File: src/rtl/seg_scan_driver_if.sv
// Digit-bus and display-pin bundle for seg_scan_driver.
// master = upstream digit source, slave = the scan driver itself.
interface seg_scan_driver_if;
  logic [15:0] digits_in;
  logic [3:0]  dp_in;
  logic [7:0]  seg;
  logic [3:0]  dig_sel;
  logic        frame_start;

  modport master (
    output digits_in,
    output dp_in,
    input  seg,
    input  dig_sel,
    input  frame_start
  );

  modport slave (
    input  digits_in,
    input  dp_in,
    output seg,
    output dig_sel,
    output frame_start
  );
endinterface

File: src/rtl/seg_scan_driver.sv
// Four-digit multiplexed seven-segment scan driver with per-frame snapshot and
// anti-ghosting guard blanking. Optional macro: LEADING_ZERO_BLANK_EN.
module seg_scan_driver #(
  parameter int unsigned SCAN_DIV  = 50000,
  parameter int unsigned BLANK_CYC = 500
) (
  input  logic             clk,
  input  logic             rst,
  seg_scan_driver_if.slave bus
);

  localparam int unsigned PW = $clog2(SCAN_DIV);
  localparam logic [PW-1:0] PCNT_LAST = PW'(SCAN_DIV - 1);
  localparam logic [PW-1:0] GUARD_END = PW'(BLANK_CYC);

  typedef enum logic [1:0] {
    ST_RESET,
    ST_GUARD,
    ST_DRIVE
  } state_t;

  state_t        state;
  logic [PW-1:0] pcnt;
  logic [1:0]    idx;
  logic [15:0]   shadow_digits;
  logic [3:0]    shadow_dp;

  logic        capture;
  logic        slot_end;
  logic [15:0] digits_next;
  logic [3:0]  dp_next;
  logic [3:0]  blank_next;
  logic [3:0]  cur_nib;
  logic [6:0]  cur_glyph;

  function automatic logic [6:0] hex_glyph(input logic [3:0] v);
    logic [6:0] g;
    case (v)
      4'h0:    g = 7'h3F;
      4'h1:    g = 7'h06;
      4'h2:    g = 7'h5B;
      4'h3:    g = 7'h4F;
      4'h4:    g = 7'h66;
      4'h5:    g = 7'h6D;
      4'h6:    g = 7'h7D;
      4'h7:    g = 7'h07;
      4'h8:    g = 7'h7F;
      4'h9:    g = 7'h6F;
      4'hA:    g = 7'h77;
      4'hB:    g = 7'h7C;
      4'hC:    g = 7'h39;
      4'hD:    g = 7'h5E;
      4'hE:    g = 7'h79;
      default: g = 7'h71;
    endcase
    return g;
  endfunction

  // The first edge out of reset counts as the digit-0 boundary, as does every
  // later wrap into slot 0.
  assign capture  = (state == ST_RESET) || ((pcnt == '0) && (idx == 2'd0));
  assign slot_end = (pcnt == PCNT_LAST);

  // seg is loaded on the capture edge itself, so decode from the value about
  // to enter the shadow rather than the stale shadow.
  always_comb begin
    digits_next = shadow_digits;
    dp_next     = shadow_dp;
    if (capture) begin
      digits_next = bus.digits_in;
      dp_next     = bus.dp_in;
    end
  end

`ifdef LEADING_ZERO_BLANK_EN
  logic [3:0] blank_mask;

  // A digit is blanked only if it and every digit above it are zero.
  function automatic logic [3:0] lz_mask(input logic [15:0] d);
    logic [3:0] m;
    m    = 4'b0000;
    m[3] = (d[15:12] == 4'h0);
    m[2] = m[3] && (d[11:8] == 4'h0);
    m[1] = m[2] && (d[7:4] == 4'h0);
    return m;
  endfunction

  always_comb begin
    blank_next = blank_mask;
    if (capture) begin
      blank_next = lz_mask(bus.digits_in);
    end
  end

  always_ff @(posedge clk) begin
    if (rst) begin
      blank_mask <= 4'b0000;
    end else begin
      blank_mask <= blank_next;
    end
  end
`else
  always_comb begin
    blank_next = 4'b0000;
  end
`endif

  always_comb begin
    cur_nib   = digits_next[{idx, 2'b00} +: 4];
    cur_glyph = hex_glyph(cur_nib);
    if (blank_next[idx]) begin
      cur_glyph = 7'h00;
    end
  end

  always_ff @(posedge clk) begin
    if (rst) begin
      state           <= ST_RESET;
      pcnt            <= '0;
      idx             <= 2'd0;
      shadow_digits   <= 16'h0000;
      shadow_dp       <= 4'b0000;
      bus.seg         <= 8'h00;
      bus.dig_sel     <= 4'b1111;
      bus.frame_start <= 1'b0;
    end else begin
      pcnt            <= slot_end ? '0 : pcnt + 1'b1;
      if (slot_end) begin
        idx <= idx + 2'd1;
      end
      shadow_digits   <= digits_next;
      shadow_dp       <= dp_next;
      bus.frame_start <= capture;
      bus.seg         <= {dp_next[idx], cur_glyph};
      // Select changes on the same edge as seg, and the guard always opens a
      // slot, so the new pattern never meets the previous digit's enable.
      if (pcnt < GUARD_END) begin
        state       <= ST_GUARD;
        bus.dig_sel <= 4'b1111;
      end else begin
        state       <= ST_DRIVE;
        bus.dig_sel <= ~(4'b0001 << idx);
      end
    end
  end

endmodule

File: src/flat_wrapper.sv
// flat-port wrapper written by rule: the top's interface ports become plain ports
module seg_scan_driver_flat 
#(
  parameter int unsigned SCAN_DIV  = 50000,
  parameter int unsigned BLANK_CYC = 500
)
  (clk, rst, bus_digits_in, bus_dp_in, bus_seg, bus_dig_sel, bus_frame_start);
  seg_scan_driver_if bus_i ();
  input  logic clk;
  input  logic rst;
  input wire logic [$bits(bus_i.digits_in)-1:0] bus_digits_in;
  input wire logic [$bits(bus_i.dp_in)-1:0] bus_dp_in;
  output wire logic [$bits(bus_i.seg)-1:0] bus_seg;
  output wire logic [$bits(bus_i.dig_sel)-1:0] bus_dig_sel;
  output wire logic [$bits(bus_i.frame_start)-1:0] bus_frame_start;
  assign bus_i.digits_in = bus_digits_in;
  assign bus_i.dp_in = bus_dp_in;
  assign bus_seg = bus_i.seg;
  assign bus_dig_sel = bus_i.dig_sel;
  assign bus_frame_start = bus_i.frame_start;
  seg_scan_driver #(.SCAN_DIV(SCAN_DIV), .BLANK_CYC(BLANK_CYC)) u_core (.clk(clk), .rst(rst), .bus(bus_i));
endmodule
File: config.mk
export PLATFORM = sky130hd
export DESIGN_NAME = seg_scan_driver_flat
export DESIGN_NICKNAME = d
export VERILOG_FILES = /design/src/rtl/seg_scan_driver_if.sv /design/src/rtl/seg_scan_driver.sv /design/src/flat_wrapper.sv
export SDC_FILE = /design/constraint.sdc
export NUM_CORES = 1
export LEC_CHECK = 0
export CAP_MARGIN = 20
export CORE_MARGIN = 5
export CORE_UTILIZATION = 40
export DETAILED_ROUTE_END_ITERATION = 8
export GPL_ROUTABILITY_DRIVEN = 0
export HOLD_SLACK_MARGIN = 0.02
export PLACE_DENSITY = 0.59
export REMOVE_ABC_BUFFERS = 1
export SLEW_MARGIN = 20
export SYNTH_ARGS = -nofsm -noshare
export SYNTH_HDL_FRONTEND = slang
export SYNTH_SLANG_ARGS = --single-unit
File: constraint.sdc
create_clock -name clk -period 4.7 [get_ports clk]
set_clock_uncertainty 0.1 [all_clocks]
set_input_delay 0.47 -clock clk [delete_from_list [all_inputs] [get_ports clk]]
set_output_delay 0.47 -clock clk [all_outputs]
set_load 0.02 [all_outputs]
After elaboration in Yosys (flattened, before gate mapping)
Memory sizes are Yosys's and may differ from the RTL's. A register that Yosys moved wholly into a read port is not among the register bits.
Cells that the tools add are included.
- register bits after elaboration: 46
- bits in latches: 0
- memory bits (writable): 0
- memory bits (read-only): 112
- input bits: 22
- output and inout port bits: 13
- word-level logic and storage cells: 32
- memories: 1
- add/sub/neg operators: 2
- multipliers: 0
- div/mod/pow operators: 0
- $lt $le $gt $ge: 2
- equality and inequality tests: 1
- shifts and indexed selects: 2
- muxes and demuxes: 7
- bitwise operators: 1
- reductions and logical operators: 8
- memories (memory ; words ; width ; read ports ; clocked after Yosys merged registers in ; write ports ; line ; source):
    (name not given) ; 16 ; 7 ; 1 ; 1 ; 0 ; seg_scan_driver.sv:38 ; case (v)
- operators with widths (kind ; count):
    adder 16 x 1 -> 16 bit (second input constant) ; 1
    == test 16 bit (second input constant) ; 1
    logical NOT 16 bit ; 1
    < comparator 16 x 9 -> 1 bit (second input constant) ; 1
    two-way mux 16 bit ; 1
    variable part select 16 x 5 -> 4 bit ; 1
    OR reduction 2 bit ; 3
    binary-select mux 1 bit (select 2 bit) ; 2
    logical NOT 2 bit ; 2
    two-way mux 4 bit ; 1
    NOT 4 bit ; 1
    left shift 1 x 2 -> 4 bit (first input constant) ; 1
    < comparator 2 x 3 -> 1 bit (second input constant) ; 1
    adder 2 x 1 -> 2 bit (second input constant) ; 1
    two-way mux 1 bit ; 2
    two-way mux 2 bit ; 1
    logical AND 1 bit ; 1
    logical OR 1 bit ; 1

Depth between registers and ports, before layout
Gate-level depths: netlist of the first run.
- word-level depth: 6
- mapped depth: 16
- depth with buffers taken out: 12

Worst setup path after synthesis of the first run
OpenSTA, ideal clock, no wires.
- path type: register -> register
- start point: register u_core.idx[0]
- end point: register u_core.bus.seg[1]
- arrival time: 3.258 ns
- data required time: 4.476 ns
- setup slack: 1.218 ns
- cell stages (with the launch flop): 16
- path buffers: 4
- clock period less this slack: 3.482 ns
- cells stage by stage: dfxtp_1 -> clkbuf_1 -> inv_1 -> ha_1 -> nor4bb_1 -> and4b_1 -> buf_4 -> a21o_1 -> buf_6 -> buf_6 -> mux2i_1 -> mux4_2 -> inv_1 -> ha_1 -> o31ai_1 -> a21oi_1
- longest elaborated chain between the ends: 5
- elaborated cells between the ends (all ways): 8
- RTL lines (what ; line ; source):
    from (decl) ; seg_scan_driver.sv:24 ; logic [1:0] idx;
    from (signal assigned) ; seg_scan_driver.sv:129 ; idx <= idx + 2'd1;
    logical NOT 2 bit ; seg_scan_driver.sv:61 ; assign capture = (state == ST_RESET) || ((pcnt == '0) && (idx == 2'd0));
    logical AND 1 bit ; seg_scan_driver.sv:61 ;
    logical OR 1 bit ; seg_scan_driver.sv:61 ;
    two-way mux 16 bit ; seg_scan_driver.sv:69 ; if (capture) begin
    variable part select 16 x 5 -> 4 bit ; seg_scan_driver.sv:109 ; cur_nib = digits_next[{idx, 2'b00} +: 4];
    to (decl) ; seg_scan_driver_if.sv:21 ; output seg,
Parallel ways exist; a longest one is shown, timed or not. The select of a mux whose other input is x is not followed.
A chain may end at the register's enable or synchronous reset.

Worst setup path after layout of the first run
- start point: register u_core.idx[0]
- end point: register u_core.bus.seg[4]
Same word-level chain as after synthesis.

==> results of run 1 <==
==> critical path: cells and delay by family (launching register included) <==
| kind | cells | cell delay [ns] |
|---|---|---|
| flip-flops | 1 | 0.43 |
| AND/OR/NAND/NOR | 2 | 0.53 |
| buffers and inverters | 2 | 0.45 |
| adder cells (fa/ha/maj) | 2 | 0.42 |
| multiplexers | 2 | 0.82 |
| AO/OA/AOI/OAI | 4 | 1.02 |
==> Yosys cell counts (all sizes together) <==
cell     number  area [um2]
nor2         52       195.2
o211ai        4       30.03
and3          1       6.260
nor4          2       33.78
o41ai         3       26.28
a31oi         1       6.260
and4          1       8.760
or3           1       6.260
nand2        11       41.29
o31ai         2       15.01
nor3          2       10.01
nor4bb        1       10.01
o221a         1       11.26
a21o          1       7.510
nor3b         1       7.510
ha           13       162.7
nand4         2       12.51
or4           1       11.26
a2111oi       4       60.06
xor2          5       43.79
a21oi        10       50.05
or2           4       25.03
buf           6       50.04
a211oi        4       30.03
mux4          5       112.6
mux2i        21       214.0
o21ai         2       10.01
nand3         6       30.03
inv          18       67.56
dfxtp        53        1061
mux2          2       22.52
clkbuf        6       22.52
xnor2        10       87.58
and4b         1       10.01
==> where the power goes <==
group	switching (W)	internal (W)
clock network	0.000145	0.000174
registers	0.00000916	0.000475
logic	0.0000857	0.0000809
==> stage by stage <==
stage | hold WS, ns | setup slack [ns] | instance area, um2
global route | 0.4273 | 0.4357 | 2992
floorplan | 0.3418 | 1.180 | 2426
global placement | 0.3653 | 0.9385 | 2875
CTS | 0.3976 | 0.7779 | 2992
finish | 0.3948 | 0.7953 | 2992
detailed placement | 0.3757 | 0.8043 | 2875
==> cells in the final DEF (no fill, tap or decap), types with 2 or more instances in the layout <==
master | Yosys | final
dfxtp_1 | 53 | 53
nor2_1 | 52 | 52
clkdlybuf4s50_1 | 0 | 34
mux2i_1 | 20 | 20
inv_1 | 18 | 18
ha_1 | 13 | 13
nand2_1 | 11 | 11
a21oi_1 | 10 | 10
xnor2_1 | 10 | 10
nand3_1 | 6 | 6
clkbuf_8 | 0 | 6
mux4_2 | 5 | 5
xor2_1 | 5 | 5
a211oi_1 | 4 | 4
a2111oi_2 | 4 | 4
o211ai_1 | 4 | 4
o41ai_1 | 3 | 3
or2_1 | 2 | 2
nor3_1 | 2 | 2
o21ai_0 | 2 | 2
o31ai_1 | 2 | 2
nand4_1 | 2 | 2
buf_4 | 3 | 2
==> final cells by class <==
| type | count | area, um2 |
|---|---|---|
| Timing Repair Buffer | 36 | 355.3 |
| Clock buffer | 7 | 86.33 |
| Tap cell | 75 | 93.84 |
| Multi-Input combinational cell | 174 | 1297 |
| Clock inverter | 1 | 30.03 |
| Inverter | 18 | 67.56 |
| Sequential cell | 53 | 1061 |
| Fill cell | 558 | 2999 |
==> layer usage <==
metal / vias up / track usage [%]
li1: 937 / -
met1: 835 / 20.00
met2: 39 / 20.04
met3: 5 / 3.226
met4: 0 / 4.465
met5: - / 0
==> sequential cells by signal, summed over array words and instances (netlist names) <==
name / flops
u_core.idx: 2
u_core.state: 2
u_core.bus.dig_sel: 4
u_core.bus.seg: 8
u_core.shadow_dp: 4
u_core.pcnt: 16
u_core.shadow_digits: 16
u_core.bus.frame_start: 1
==> kinds of logic after synthesis <==
group           after synthesis
mux                          28
xor+xnor                     15
simple gates                 86
fa+ha+maj                    13
buf+inv                      30
compound gates               32
flops                        53
==> worst max path at each step <==
stage / startpoint / end / slack [ns] / cells after the start
finish: u_core.idx[0] / u_core.bus.seg[4] / 0.80 / 12
global route: u_core.idx[0] / u_core.bus.seg[4] / 0.44 / 12
CTS: u_core.idx[0] / u_core.bus.seg[4] / 0.78 / 12
detailed placement: u_core.idx[0] / u_core.bus.seg[1] / 0.80 / 11
global placement: u_core.idx[0] / u_core.bus.seg[1] / 0.94 / 11
floorplan: u_core.idx[0] / u_core.bus.seg[1] / 1.18 / 10
==> flow_summary.yaml, run 1 <==
outcome:
  status: "completed"
floorplan:
  num_rows: 28
  dieArea_um2: 7927
  die_w_um: 89.04
  die_h_um: 89.04
  start_util_pct: 41.71
  core_area_um2: 5991
  io_pins: 35
detailed_routing:
  dr.pass1.iters: 4
  post-route-drc-count: 0
  wl_met3_um: 232
  postRouteAntennaNets: 0
  wl_mm: 5.038
  routed.top_layer: "met4"
  drt_iter0_drc: 102
  vias: 1816
  wl_met2_mm: 2.154
  viasPerCell: 4.989
  wire_per_inst_um: 13.84
  wl_met1_mm: 2.576
grt:
  antenna_found_initial: 0
  grt_pass1_wl_mm: 8.328
  grt-ovfl-total: 0
  grt_max_degree: 22
  grt_pass1_vias: 1703
  grt_usage_pct: 13.75
timing:
  tns_ns: 0
  fin_crit_ns: 3.905
  drv_slew: 0
  setup_viol: 0
  grt_setup_unrepaired: "false"
  worstMarginPinSlew_ns: 0.8450
  post-route-period-util_pct: 83.08
  slew_headroom_pct: 43.67
  final-hold-violation-count: 0
  fmax_mhz: 256.1
layout:
  area_growth_pct: 19.73
  fin_util_pct: 49.94
  antenna_cells: 0
  drive_gt1_share_pct: 8.304
  final_cells: 364
  num-nets-final: 323
place:
  dpl.hpwl_mm: 3.806
  io_buffers: 34
  dp.cells: 356
logic_synthesis:
  synth-seq-cells: 53
  yosysUniqueCellTypes: 41
  synthAdderAreaFrac_pct: 6.510
  synthMuxAreaShare_pct: 13.97
  synth_compound_area_share_pct: 9.865
  synth_top_family_by_area: "simple AND/OR/NAND/NOR gates"
  synthSimpleGateAreaFrac_pct: 16.32
  synth_xor_area_share_pct: 5.258
  synthesis.area_um2: 2499
  syn_inst: 257
  ys_warn_count: 0
  synth-seq-area-share_pct: 42.46
  avgSynthCellArea_um2: 9.722
worst_setup_path:
  cp-start-kind: "register"
  cp_slowest_cell: "a21o_1"
  slowest_delay_ns: 0.67
  timing.rr.start: "u_core.idx[0]"
  r2r_cells: 12
  crit_arrival_ns: 3.98
  critPathRequiredTime_ns: 4.78
  cp_max_fo: 18
  endpoint_kind: "register"
  r2r_end: "u_core.bus.seg[4]"
  r2r_slack_ns: 0.80
  path_cells: "inv_1 > ha_1 > nor4bb_1 > and4b_1 > a21o_1 > mux2i_1 > mux4_2 > inv_1 > ha_1 > o41ai_1 > o21ai_0 > a21oi_1"
  path_class: "reg -> reg"
clock_tree:
  ctsHoldBuffers: 0
  max-clock-path-buffers: 2
  cts_made_buffers: 5
  clock_sinks: 53
  insertion_delay_ns: 0.30
  cts_setup_buffers: 0
  clock-root-buffer: "clkbuf_8"
  path_clk_slew_ns: 0.09
  htree_levels: 2
  cts_tree: "built"
  cts_resized: 0
power_and_ir_drop:
  pwr_density_cell_nw_per_um2: 324.0
  leakage_nw: 1.159
  irDropWorstVdd_v: 0.0001660
  p_total_w: 0.0009692
hold_path:
  hold_depth: 1
  min_from: "u_core.pcnt[0]"
  hold_path_class: "reg -> reg"
  hold_end: "u_core.pcnt[0]"
flow_run:
  maxCapViolations: 0
Power figures use the tool's default switching activity.
==> run 2, diff against run 1 <==
PLACE_DENSITY = 0.62   (was 0.59)
clock period = 3.3 ns   (was 4.7 ns; I/O delays follow)
==> run 2 against run 1 <==
  * Count of clock-buffer cells in the layout did not move
  * Critical path depth up 1
  * Flip-flop and latch count unchanged
  * Routed wire length fell by 0.18%
  * Setup slack got worse by 0.57 ns
  * Critical path type unchanged
  * Largest power group unchanged
  * Highest routed layer unchanged
==> flow_summary.yaml, run 2 (synthesis results as in run 1) <==
outcome:
  status: "completed"
clock_tree:
  htree_levels: 2
  cts_tree: "built"
  clock-root-buffer: "clkbuf_8"
  max-clock-path-buffers: 2
  ctsHoldBuffers: 0
  clock_sinks: 53
  insertion_delay_ns: 0.30
  path_clk_slew_ns: 0.10
  cts_made_buffers: 5
place:
  dpl_cell_area_um2: 2958
  io_buffers: 34
  dpl.hpwl_mm: 3.786
detailed_routing:
  viasPerCell: 4.944
  drt_iter0_drc: 144
  postRouteAntennaNets: 0
  dr.pass1.iters: 4
  wire_per_inst_um: 13.38
  vias: 1859
  wl_mm: 5.029
  post-route-drc-count: 0
grt:
  grt_max_degree: 30
  grt_pass1_vias: 1839
  grt_usage_pct: 13.99
  antenna_found_initial: 0
  grt-ovfl-total: 0
  grt_pass1_wl_mm: 8.528
worst_setup_path:
  slowest_delay_ns: 0.58
  timing.rr.start: "u_core.pcnt[1]"
  endpoint_kind: "register"
  cp_slowest_cell: "mux4_2"
  cp_max_fo: 9
  path_cells: "inv_1 > ha_1 > nor4bb_1 > and4b_1 > buf_4 > a21oi_1 > buf_4 > mux2i_1 > mux4_2 > inv_1 > ha_1 > mux2i_1 > o221a_1"
  path_class: "reg -> reg"
  setup.worst_path.start: "u_core.pcnt[1]"
  critPathRequiredTime_ns: 3.41
  cp-start-kind: "register"
  r2r_cells: 13
  crit_arrival_ns: 3.18
hold_path:
  hold_depth: 1
  min_from: "u_core.pcnt[0]"
  hold_path_class: "reg -> reg"
power_and_ir_drop:
  p_total_w: 0.001334
  leakage_nw: 1.210
  pwr_density_cell_nw_per_um2: 434.1
  irDropWorstVdd_v: 0.0002951
layout:
  fin_util_pct: 51.27
  design_area_um2: 3072
  reg_top3: "u_core.pcnt (16), u_core.shadow_digits (16), u_core.bus.seg (8)"
  antenna_cells: 0
  area_growth_pct: 22.93
  final_cell_mix: "nor2_1, dfxtp_1, clkdlybuf4s50_1"
  num-nets-final: 335
  drive_gt1_share_pct: 13.29
floorplan:
  dieArea_um2: 7927
  core_area_um2: 5991
  io_pins: 35
  num_rows: 28
  start_util_pct: 41.71
  die_h_um: 89.04
  die_w_um: 89.04
timing:
  slew_headroom_pct: 63.35
  fmax_mhz: 325.6
  grt_setup_unrepaired: "false"
  final-hold-violation-count: 0
  whs_ns: 0.3744
  post-route-period-util_pct: 93.07
  setup_viol: 0
  worstMarginPinSlew_ns: 0.5427
  fin_crit_ns: 3.071
  drv_slew: 0
flow_run:
  maxCapViolations: 0
run 2: worst max-delay path, delay by kind of cell, from the launching register on:
| family | cells | cell delay (ns) |
|---|---|---|
| muxes | 3 | 0.79 |
| buffers and inverters | 4 | 0.58 |
| adders and majority gates | 2 | 0.41 |
| DFF | 1 | 0.40 |
| and+or+nand+nor | 2 | 0.35 |
| AOI/OAI and AO/OA | 2 | 0.34 |
run 2: path summary, 6_finish.rpt:
check / endpoint / slack, ns
max reg2reg: u_core.bus.seg[5] / 0.23
max: u_core.bus.seg[5] / 0.23
min: u_core.pcnt[0] / 0.37
min reg2reg: u_core.pcnt[0] / 0.37
run 2: per-layer routing:
| metal | up-vias | GRT usage (%) | share of wire (%) |
|---|---|---|---|
| li1 | 964 | - | - |
| met1 | 846 | 19.04 | 50 |
| met2 | 45 | 21.79 | 43 |
| met3 | 4 | 3.318 | 5.6 |
| met4 | 0 | 4.871 | 1.5 |
| met5 | - | 0 | 0 |
run 2: layout make-up:
cell class / instances / area (um2)
Tap cell: 75 / 93.84
Multi-Input combinational cell: 174 / 1301
Inverter: 18 / 67.56
Clock inverter: 1 / 5.005
Timing Repair Buffer: 48 / 445.4
Clock buffer: 7 / 96.34
Sequential cell: 53 / 1062
Fill cell: 552 / 2919
run 2: where the power goes:
part	switching [W]	leakage (nW)	total, W	internal [W]
Clock	0.000205	0.0542	0.000395	0.000190
Sequential	0.0000133	0.436	0.000690	0.000677
Combinational	0.000124	0.719	0.000249	0.000125
Total	0.000342	1.21	0.00133	0.000992
run 2: stage by stage:
stage	setup slack [ns]	instances	TNS, ns
3_3_place_gp	0.2385	367	0
6_report	0.2288	376	0
4_1_cts	0.1344	375	0
2_1_floorplan	-0.2204	245	-1.237
5_1_grt	0.006813	376	0
3_5_place_dp	0.1661	367	0
run 2: what timing repair did:
item	4_1_cts	5_1_grt
gates resized for setup	0	3
setup buffers	0	1
endpoints found under the setup margin	0	6
